$ cat src/rtl/mem_stage_lsu.sv
// MEM-stage load/store unit: data-cache request/response handshake, byte lanes, load extension.
// Optional macro LSU_MISALIGN_TRAP_EN: reject misaligned accesses instead of issuing them.
module mem_stage_lsu #(
   parameter int unsigned TIMEOUT_CYC = 1024
) (
   input  logic        clk,
   input  logic        rst,
   input  logic        req_valid,
   input  logic        mem_read,
   input  logic        mem_write,
   input  logic [2:0]  funct3,
   input  logic [31:0] addr,
   input  logic [31:0] wdata,
   output logic        stall,
   output logic        load_valid,
   output logic [31:0] load_data,
   output logic        bus_err,
   output logic        misalign_err,
   output logic [31:0] dmem_address,
   output logic        dmem_read,
   output logic        dmem_write,
   output logic [3:0]  dmem_mbe,
   output logic [31:0] dmem_wdata,
   input  logic [31:0] dmem_rdata,
   input  logic        dmem_resp
);
   localparam int CW = $clog2(TIMEOUT_CYC + 2) + 1;

   typedef enum logic [1:0] {S_IDLE, S_BUSY, S_DONE} state_t;

   state_t        state_q, state_d;
   logic [CW-1:0] cnt_q, cnt_d;
   logic          ld_q, ld_d, abort_q, abort_d;
   logic [2:0]    f3_q, f3_d;
   logic [1:0]    off_q, off_d;
   logic [31:0]   rdata_q, rdata_d;
   logic          dmem_read_q, dmem_read_d, dmem_write_q, dmem_write_d;
   logic [31:0]   dmem_address_q, dmem_address_d, dmem_wdata_q, dmem_wdata_d;
   logic [3:0]    dmem_mbe_q, dmem_mbe_d;

   logic          is_ld, is_st, legal, mis, present, accept;
   logic [3:0]    mbe_new;
   logic [31:0]   word;

   // A simultaneous read+write request is handled as a load.
   always_comb begin
      is_ld = mem_read;
      is_st = mem_write & ~mem_read;
      legal = 1'b0;
      if (is_ld)      legal = funct3 inside {3'b000, 3'b001, 3'b010, 3'b100, 3'b101};
      else if (is_st) legal = funct3 inside {3'b000, 3'b001, 3'b010};
      mis = ((funct3[1:0] == 2'b01) & addr[0]) | ((funct3[1:0] == 2'b10) & (|addr[1:0]));
      present = req_valid & legal;
`ifdef LSU_MISALIGN_TRAP_EN
      accept       = present & ~mis;
      misalign_err = (state_q == S_IDLE) & present & mis;
`else
      accept       = present;
      misalign_err = 1'b0;
`endif
      mbe_new = 4'b1111;
      if (is_st) begin
         case (funct3[1:0])
            2'b00:   mbe_new = 4'b0001 << addr[1:0];
            2'b01:   mbe_new = 4'b0011 << addr[1:0];
            default: mbe_new = 4'b1111 << addr[1:0];
         endcase
      end
   end

   always_comb begin
      state_d        = state_q;
      cnt_d          = cnt_q;
      ld_d           = ld_q;
      abort_d        = abort_q;
      f3_d           = f3_q;
      off_d          = off_q;
      rdata_d        = rdata_q;
      dmem_read_d    = dmem_read_q;
      dmem_write_d   = dmem_write_q;
      dmem_address_d = dmem_address_q;
      dmem_wdata_d   = dmem_wdata_q;
      dmem_mbe_d     = dmem_mbe_q;
      stall          = 1'b0;
      load_valid     = 1'b0;
      bus_err        = 1'b0;
      load_data      = 32'h0;
      word           = rdata_q >> {off_q, 3'b000};
      case (state_q)
         S_IDLE: begin
            if (accept) begin
               stall          = 1'b1;
               state_d        = S_BUSY;
               cnt_d          = '0;
               abort_d        = 1'b0;
               ld_d           = is_ld;
               f3_d           = funct3;
               off_d          = addr[1:0];
               dmem_read_d    = is_ld;
               dmem_write_d   = is_st;
               dmem_address_d = {addr[31:2], 2'b00};
               dmem_wdata_d   = wdata << {addr[1:0], 3'b000};
               dmem_mbe_d     = mbe_new;
            end
         end
         S_BUSY: begin
            stall = 1'b1;
            cnt_d = cnt_q + 1'b1;
            if (dmem_resp) begin
               rdata_d      = dmem_rdata;
               dmem_read_d  = 1'b0;
               dmem_write_d = 1'b0;
               cnt_d        = '0;
               state_d      = S_DONE;
            end else if ((TIMEOUT_CYC != 0) && (cnt_q + 1'b1 == CW'(TIMEOUT_CYC))) begin
               // Abort: zeroed capture makes the delivered load value 0.
               rdata_d      = 32'h0;
               abort_d      = 1'b1;
               dmem_read_d  = 1'b0;
               dmem_write_d = 1'b0;
               cnt_d        = '0;
               state_d      = S_DONE;
            end
         end
         S_DONE: begin
            state_d    = S_IDLE;
            load_valid = ld_q;
            bus_err    = abort_q;
            if (ld_q) begin
               case (f3_q)
                  3'b000:  load_data = {{24{word[7]}}, word[7:0]};
                  3'b001:  load_data = {{16{word[15]}}, word[15:0]};
                  3'b100:  load_data = {24'h0, word[7:0]};
                  3'b101:  load_data = {16'h0, word[15:0]};
                  default: load_data = word;
               endcase
            end
         end
         default: state_d = S_IDLE;
      endcase
   end

   always_ff @(posedge clk or negedge rst) begin
      if (!rst) begin
         state_q        <= S_IDLE;
         cnt_q          <= '0;
         ld_q           <= 1'b0;
         abort_q        <= 1'b0;
         f3_q           <= 3'b000;
         off_q          <= 2'b00;
         rdata_q        <= 32'h0;
         dmem_read_q    <= 1'b0;
         dmem_write_q   <= 1'b0;
         dmem_address_q <= 32'h0;
         dmem_wdata_q   <= 32'h0;
         dmem_mbe_q     <= 4'h0;
      end else begin
         state_q        <= state_d;
         cnt_q          <= cnt_d;
         ld_q           <= ld_d;
         abort_q        <= abort_d;
         f3_q           <= f3_d;
         off_q          <= off_d;
         rdata_q        <= rdata_d;
         dmem_read_q    <= dmem_read_d;
         dmem_write_q   <= dmem_write_d;
         dmem_address_q <= dmem_address_d;
         dmem_wdata_q   <= dmem_wdata_d;
         dmem_mbe_q     <= dmem_mbe_d;
      end
   end

   assign dmem_read    = dmem_read_q;
   assign dmem_write   = dmem_write_q;
   assign dmem_address = dmem_address_q;
   assign dmem_wdata   = dmem_wdata_q;
   assign dmem_mbe     = dmem_mbe_q;
endmodule

$ cat config.mk
export PLATFORM = sky130hd
export DESIGN_NAME = mem_stage_lsu
export DESIGN_NICKNAME = d
export VERILOG_FILES = /design/src/rtl/mem_stage_lsu.sv
export SDC_FILE = /design/constraint.sdc
export NUM_CORES = 1
export LEC_CHECK = 0
export CAP_MARGIN = 20
export CELL_PAD_IN_SITES_DETAIL_PLACEMENT = 1
export CELL_PAD_IN_SITES_GLOBAL_PLACEMENT = 1
export CORE_ASPECT_RATIO = 0.6
export CORE_MARGIN = 1.5
export CORE_UTILIZATION = 37
export CTS_CLUSTER_DIAMETER = 150
export DETAILED_ROUTE_END_ITERATION = 10
export MAX_ROUTING_LAYER = met4
export PLACE_DENSITY_LB_ADDON = 0.12
export REMOVE_ABC_BUFFERS = 1
export SYNTH_ARGS = -nofsm -noshare
export SYNTH_HDL_FRONTEND = slang
export SYNTH_SLANG_ARGS = --single-unit
$ cat constraint.sdc
create_clock -name clk -period 6.05 [get_ports clk]
set_input_delay 1.5125 -clock clk [delete_from_list [all_inputs] [get_ports clk]]
set_output_delay 1.5125 -clock clk [all_outputs]
set_load 0.02 [all_outputs]
# Word level (Yosys, flattened, before mapping)
# Index checks and enable logic that the tools add are counted.
op_classes:
  n_addsub: 1
  n_eq_ne: 15
  n_shift: 5
  muxes: 31
  bitwise_logic: 3
  reduce_logical: 14
ops:
  columns: ["operator", "n"]
  rows:
  - ["$mux 32", 4]
  - ["$pmux 32 s4", 1]
  - ["$mux 12", 3]
  - ["$shl 32x5->32", 1]
  - ["$shr 32x5->32", 1]
  - ["$pmux 12 s2", 1]
  - ["$add 12x1->12 const B", 1]
  - ["$eq 12x11->1 const B", 1]
  - ["$eq 3x3->1 const B", 4]
  - ["$mux 1", 12]
  - ["$pmux 1 s2", 4]
  - ["$pmux 4 s2", 1]
  - ["$reduce_and 2->1", 4]
  - ["$eq 3x1->1 const B", 2]
  - ["$logic_not 3->1", 2]
  - ["$mux 2", 3]
  - ["$ne 2x2->1 const B", 3]
  - ["$reduce_bool 5->1", 1]
  - ["$eq 2x1->1 const B", 2]
  - ["$logic_not 2->1", 2]
  - ["$mux 4", 1]
  - ["$pmux 2 s2", 1]
  - ["$reduce_and 4->1", 1]
  - ["$reduce_bool 2->1", 2]
  - ["other kinds (10)", 11]
word_totals:
  regBits: 121
  in_bits: 105

# Logic depth before layout (Yosys ltp)
# Gate-level depths: netlist (run 1).
depth:
  ltp_word: 7
  mapped_depth: 9
  mapped_depth_nobuf: 7

# Worst setup path after synthesis (run 1)
# No wires, ideal clock.
synth_path:
  path_type: "in2out"
  start: "input port mem_write"
  end: "output port stall"
  arrival_ns: 2.667
  slack_ns: 1.871
  stages: 6
  n_path_buf: 1
  path_cell_list: "nor2b_1 o211ai_1 nand2b_1 and2_0 clkbuf_1 inv_1"
synth_between:
  elab_chain_cells: 6
synth_lines:
  columns: ["item", "line_no", "source"]
  rows:
  - ["start: declaration", "10", "input logic mem_write,"]
  - ["$and 1x1->1", "48", "is_st = mem_write & ~mem_read;"]
  - ["$mux 1", "51", "else if (is_st) legal = funct3 inside {3'b000, 3'b001, 3'b010};"]
  - ["$mux 1", "50", "if (is_ld) legal = funct3 inside {3'b000, 3'b001, 3'b010, 3'b100, 3'b101};"]
  - ["$and 1x1->1", "53", "present = req_valid & legal;"]
  - ["$mux 1", "91", "if (accept) begin"]
  - ["$pmux 1 s2", "89", "case (state_q)"]
  - ["end: declaration", "14", "output logic stall,"]
# No other way between the ends.

# Worst setup path after layout (run 1)
layout_path:
  start: "register off_q[0]"
  end: "output port load_data[26]"
layout_between:
  elab_chain_cells: 4
layout_lines:
  columns: ["item", "line_no", "source"]
  rows:
  - ["start: declaration", "35", "logic [1:0] off_q, off_d;"]
  - ["start signal: assignment", "150", "off_q <= 2'b00;"]
  - ["start signal: assignment", "163", "off_q <= off_d;"]
  - ["$shr 32x5->32", "88", "word = rdata_q >> {off_q, 3'b000};"]
  - ["$pmux 32 s4", "130", "case (f3_q)"]
  - ["$mux 32", "129", "if (ld_q) begin"]
  - ["$mux 32", "89", null]
  - ["end: declaration", "16", "output logic [31:0] load_data,"]
# No other way between the ends.

==> qor.yml, run 1 <==
run_status:
  status: "finished, final reports clean"
layout:
  multi_input_area_sq_um: 3090
  area_growth_pct: 44.9
  finalCoreUtilization: 0.560
  ff_latch_area_sq_um: 3030
  diodes: 0
  finalNetCount: 957
  drive_gt1_frac: 0.126
  fillers: 1815
  final_area_sq_um: 9260
  final_cells: 1091
placement:
  dp_hpwl_microns: 14800
  dpl_cell_area_sq_um: 8560
  gp_congestion: 0.804
  io_buffers: 207
  pre_cts_slack_ps: 1060
  dp_cells: 1057
routing:
  wl_microns: 21700
  drtIter0Drc: 352
  via_count: 5941
  dr.pass1.iters: 4
  routedWlPerCell_microns: 19.9
  vias_per_cell: 5.45
  ant_nets: 0
  drc: 0
global_routing:
  grt_pass1_wl_microns: 35000
  grt_use_total: 0.251
  grt_max_degree: 104
  antenna_found_initial: 0
  grt_overflow: 0
  grt_pass1_vias: 6262
critical_path:
  crit_fanout: 18
  crit_end: "load_data[26]"
  r2r_cells: 8
  reg2reg_slack_ps: 2670
  start_kind: "flip-flop"
  crit_type: "flip-flop to primary output"
  startpoint: "off_q[0]"
  worstPathArrival_ps: 3500
  r2r-end: "rdata_q[13]"
  end_kind: "primary output"
  rr_startpoint: "cnt_q[0]"
  critPathRequiredTime_ps: 4540
sta:
  finClkSkew_ps: 11.5
  drv_slew: 0
  layout_setup_ws_ps: 1040
  hold_viol_final: 0
  rsz0062_at_grt: "false"
  fmax_ghz: 0.199
  tightest_slew_ps: 1130
  maxSlewHeadroom: 0.247
  period_share: 0.829
  finalCriticalPeriod_ps: 5010
  setup_violations: 0
synthesis:
  synth_edf_count: 0
  ys_top_cells_by_count: "121 x dfrtp_1, 103 x nand2_1, 65 x o21ai_0, 43 x mux2_2, 40 x a21oi_1"
  synth_area_leaders: "dfrtp_1 47%, mux2_2 7.6%, nand2_1 6.1%, mux2i_1 5.3%, o21ai_0 5.1%"
  syn_inst: 669
  synth_top_area_share: 0.474
  ys.flop_type: "dfrtp_1"
  synth_top_area_cell: "dfrtp_1"
  avgSynthCellArea_sq_um: 9.55
  ys_seq_area_frac: 0.474
  ys_types: 53
  synth-async-reset-ratio: 1.00
  yosysMostFrequentCell: "dfrtp_1"
  syn-cell-area_sq_um: 6390
  yosysWarnings: 0
  ys_ff_latch: 121
floorplan:
  rows: 36
  core_sq_um: 16500
  floorplan.die_area_sq_um: 18100
  die_h_microns: 105
  initial_utilization: 0.386
  io_pins: 211
  die_width_microns: 173
clocking:
  cts_made_buffers: 17
  clkTransAtPathRegs_ps: 50
  htree_levels: 4
  hold_buffers: 0
  post_cts.repair.setup_buffers: 0
  clockBufferDepth: 2
  cts.sinks: 121
  cts_root_buffer: "clkbuf_16"
  worstSkewPairLatency_ps: 410
  cts_resized: 0
  cts_tree: "done"
power:
  finalPower_mw: 3.52
  p_leak_nw: 3.83
  ir_drop_mv: 0.189
  p_per_area_nw_per_um2: 380
hold_path:
  hold_path_class: "flip-flop to flip-flop"
job:
  maxCapViolCount: 0
[per-stage QoR]
stage / hold slack, ps / TNS (ps)
2_1_floorplan: 466 / -156
3_3_place_gp: 461 / 0
3_5_place_dp: 468 / 0
4_1_cts: 482 / 0
5_1_grt: 509 / 0
6_report: 473 / 0
[report_power, final]
part | total (mW) | internal (mW) | leakage [nW] | switching [mW]
clock | 1.11 | 0.716 | 0.307 | 0.398
combinational | 1.19 | 0.576 | 2.08 | 0.609
sequential | 1.22 | 1.01 | 1.44 | 0.205
total | 3.52 | 2.31 | 3.83 | 1.21
[routing by layer]
metal | track usage | part of all wire
met5 | - | 0
met4 | 0.0501 | 0.011
met3 | 0.0582 | 0.051
met2 | 0.395 | 0.47
met1 | 0.334 | 0.46
[layout by cell type, fill, tap and decap left out, types with 4 or more instances in the layout]
cell type	Yosys	final
nand3b_1	4	4
bufinv_16	0	4
nand3_1	6	6
clkbuf_16	0	17
clkdlybuf4s50_1	0	205
mux2_2	43	43
o21ai_2	10	10
a211oi_1	23	23
o31ai_1	11	11
nand4_1	6	6
buf_4	3	10
nor2b_1	19	19
o21a_1	8	8
o21ai_0	65	65
nor3_1	4	4
nand2_1	103	103
dfrtp_1	121	121
mux2i_1	34	34
a22oi_1	32	32
a21oi_1	40	40
nor2_1	37	36
[sequential cells by signal, summed over array words and instances, names as in the netlist]
signal / count
dmem_wdata: 32
dmem_write: 1
state_q: 2
dmem_mbe: 4
f3_q: 3
rdata_q: 32
dmem_address: 30
off_q: 2
abort_q: 1
ld_q: 1
dmem_read: 1
cnt_q: 12
[worst min path at each step]
| stage | from | to | slack [ps] | cells after the start |
|---|---|---|---|---|
| after floorplan | abort_q | abort_q | 470 | 1 |
| after global placement | dmem_wdata[15] | dmem_wdata[15] | 460 | 2 |
| after detailed placement | dmem_wdata[15] | dmem_wdata[15] | 470 | 2 |
| after CTS | dmem_wdata[23] | dmem_wdata[23] | 480 | 2 |
| after global routing | dmem_wdata[23] | dmem_wdata[23] | 510 | 2 |
| final | dmem_wdata[23] | dmem_wdata[23] | 470 | 2 |
[cell type report]
cell class | count | area share
Tap cell | 228 | 0.0308
Multi-Input combinational cell | 487 | 0.334
Inverter | 4 | 0.00162
Sequential cell | 121 | 0.327
Clock buffer | 19 | 0.0489
Timing Repair Buffer | 219 | 0.237
Clock inverter | 13 | 0.0207
[critical path, stage by stage, from the launching register on]
cell and delay (ps):
dfrtp_1 830, mux2i_1 230, mux2_2 340, or2_2 280, a21oi_1 140, o21ai_1 250, buf_6 270, a21oi_1 130
clkdlybuf4s50_1 620
[cells by family after synthesis]
logic type | Yosys count | synth area share
compound gates | 204 | 0.201
xor+xnor | 5 | 0.00686
fa+ha+maj | 2 | 0.00392
buf+inv | 63 | 0.0445
flops | 121 | 0.474
mux | 77 | 0.129
other cells | 1 | 0.000587
simple gates | 196 | 0.140
Note: power is estimated with default switching activity, not from simulation.
==> run 2: changes to the inputs <==
--- a/config.mk
+++ b/config.mk
@@ -10,7 +10,7 @@
 export CELL_PAD_IN_SITES_GLOBAL_PLACEMENT = 1
 export CORE_ASPECT_RATIO = 0.6
 export CORE_MARGIN = 1.5
-export CORE_UTILIZATION = 37
+export CORE_UTILIZATION = 31
 export CTS_CLUSTER_DIAMETER = 150
 export DETAILED_ROUTE_END_ITERATION = 10
 export MAX_ROUTING_LAYER = met4
==> constraint.sdc (replaced) <==
create_clock -name clk -period 4.3 [get_ports clk]
set_input_delay 1.075 -clock clk [delete_from_list [all_inputs] [get_ports clk]]
set_output_delay 1.075 -clock clk [all_outputs]
set_load 0.02 [all_outputs]
==> qor.yml, run 2 (synthesis gave the netlist of run 1 again) <==
clocking:
  htree_levels: 4
  worstSkewPairLatency_ps: 420
  cts.sinks: 121
  clkTransAtPathRegs_ps: 50
  cts_root_buffer: "clkbuf_16"
  post_cts.repair.setup_buffers: 0
  clockBufferDepth: 2
  cts_made_buffers: 17
  hold_buffers: 0
  cts_resized: 0
  cts_tree: "done"
floorplan:
  die_width_microns: 188
  die_h_microns: 114
  initial_utilization: 0.317
  core_sq_um: 20100
  floorplan.die_area_sq_um: 21500
  rows: 40
  io_pins: 211
sta:
  hold_viol_final: 0
  finClkSkew_ps: 6.81
  drv_slew: 0
  setup_violations: 0
  finalCriticalPeriod_ps: 4210
  fmax_ghz: 0.238
  period_share: 0.979
  maxSlewHeadroom: 0.298
  tightest_slew_ps: 1050
  tns_ps: 0
  hold_slack_ps: 481
  rsz0062_at_grt: "false"
routing:
  ant_nets: 0
  via_count: 5820
  vias_per_cell: 5.09
  drc: 0
  drtIter0Drc: 378
  routedWlPerCell_microns: 18.9
  dr.pass1.iters: 4
  wl_microns: 21600
power:
  power_frac_comb: 0.360
  ir_drop_mv: 0.271
  p_seq_frac: 0.346
  p_leak_nw: 3.83
  clkPwrFrac: 0.294
  swShare: 0.350
  intPower_mw: 3.11
  p_per_area_nw_per_um2: 516
  p_switching_mw: 1.68
critical_path:
  cp_common_cell: "clkdlybuf4s50_1"
  end_kind: "primary output"
  critPathRequiredTime_ps: 3220
  crit_fanout: 7
  slowest_delay_ps: 550
  crit_slowest_cell: "clkdlybuf4s50_1"
  worstPathArrival_ps: 3140
  crit_type: "input pin to primary output"
  start_kind: "input pin"
  path_cells: "clkdlybuf4s50_1, nor2b_1, o211ai_1, nand2b_4, and2_0, inv_1, clkdlybuf4s50_1"
global_routing:
  grt_pass1_vias: 6238
  met3_usage: 0.0374
  grt_use_total: 0.212
  busiest_layer: "met2"
  grt_pass1_wl_microns: 34400
  antenna_found_initial: 0
  grt_max_degree: 99
  grt_overflow: 0
  grt_use_met1: 0.282
  grt_use_met2: 0.324
placement:
  io_buffers: 207
  gp_congestion: 0.799
  dp_hpwl_microns: 15400
run_status:
  status: "finished, final reports clean"
layout:
  diodes: 0
  mostFrequentLayoutCells: "205 x clkdlybuf4s50_1, 121 x dfrtp_1, 103 x nand2_1"
  drive_gt1_frac: 0.132
  finalNetCount: 964
  mostFrequentLayoutCell: "clkdlybuf4s50_1"
  area_growth_pct: 45.2
job:
  maxCapViolCount: 0
hold_path:
  hold_path_class: "flip-flop to flip-flop"
==> run 2: cell count changes in the layout (fill, tap and decap cells not counted) <==
cell and delta:
inv_6 -3, clkbuf_1 +1, clkinvlp_4 -2, buf_16 -1
clkinv_2 +6, buf_4 +8, clkinv_4 +1, bufinv_16 -2
clkbuf_8 -1
==> run 2: worst max-delay path, delay by kind of cell <==
kind | cells | cell delay, ps
and+or+nand+nor | 3 | 620
AOI/OAI and AO/OA | 1 | 280
buffers and inverters | 3 | 1160
==> run 2: power groups by stage <==
| stage | clock network, mW | registers (mW) | logic (mW) |
|---|---|---|---|
| floorplan | 0 | 1.89 | 0.646 |
| global placement | 0 | 1.65 | 1.69 |
| detailed placement | 0 | 1.67 | 1.74 |
| CTS | 1.44 | 1.66 | 1.74 |
| global route | 1.49 | 1.70 | 1.86 |
| finish | 1.41 | 1.66 | 1.72 |
==> run 2: cell type report <==
cell class | count | area, sq um
multi-input cells | 487 | 3090
flip-flops and latches | 121 | 3030
inverters | 4 | 15.0
fillers | 2241 | 10800
clock inverters | 13 | 129
clock buffers | 19 | 443
well taps | 273 | 342
repair buffers | 226 | 2220
==> run 2: path summary, 6_finish.rpt <==
path | cells after the start | endpoint | start | slack [ps]
max | 7 | stall | funct3[2] | 90
max in group asynchronous | 2 | rdata_q[20] | rst | 2800
min reg2reg | 2 | dmem_mbe[1] | dmem_mbe[1] | 480
min in group asynchronous | 1 | cnt_q[11] | rst | 740
min | 2 | dmem_mbe[1] | dmem_mbe[1] | 480
max reg2reg | 8 | rdata_q[20] | cnt_q[0] | 1200
==> run 2: routing by layer <==
metal	wire length, microns	part of all wire	vias up
li1	-	-	2747
met1	10500	0.49	2913
met2	9890	0.46	129
met3	874	0.040	31
met4	378	0.017	0
met5	0	0	-
==> run 2: per-stage QoR <==
step | power, mW | setup WS, ps | cell area [sq um] | instances | utilization
after floorplan | 2.54 | -1030 | 6120 | 612 | -
after global placement | 3.34 | 206 | 8690 | 1110 | 0.432
after detailed placement | 3.41 | 130 | 8700 | 1111 | 0.432
after CTS | 4.84 | 98.6 | 9270 | 1143 | 0.461
after global routing | 5.05 | 10.0 | 9270 | 1143 | 0.461
final | 4.79 | 89.5 | 9270 | 1143 | 0.461
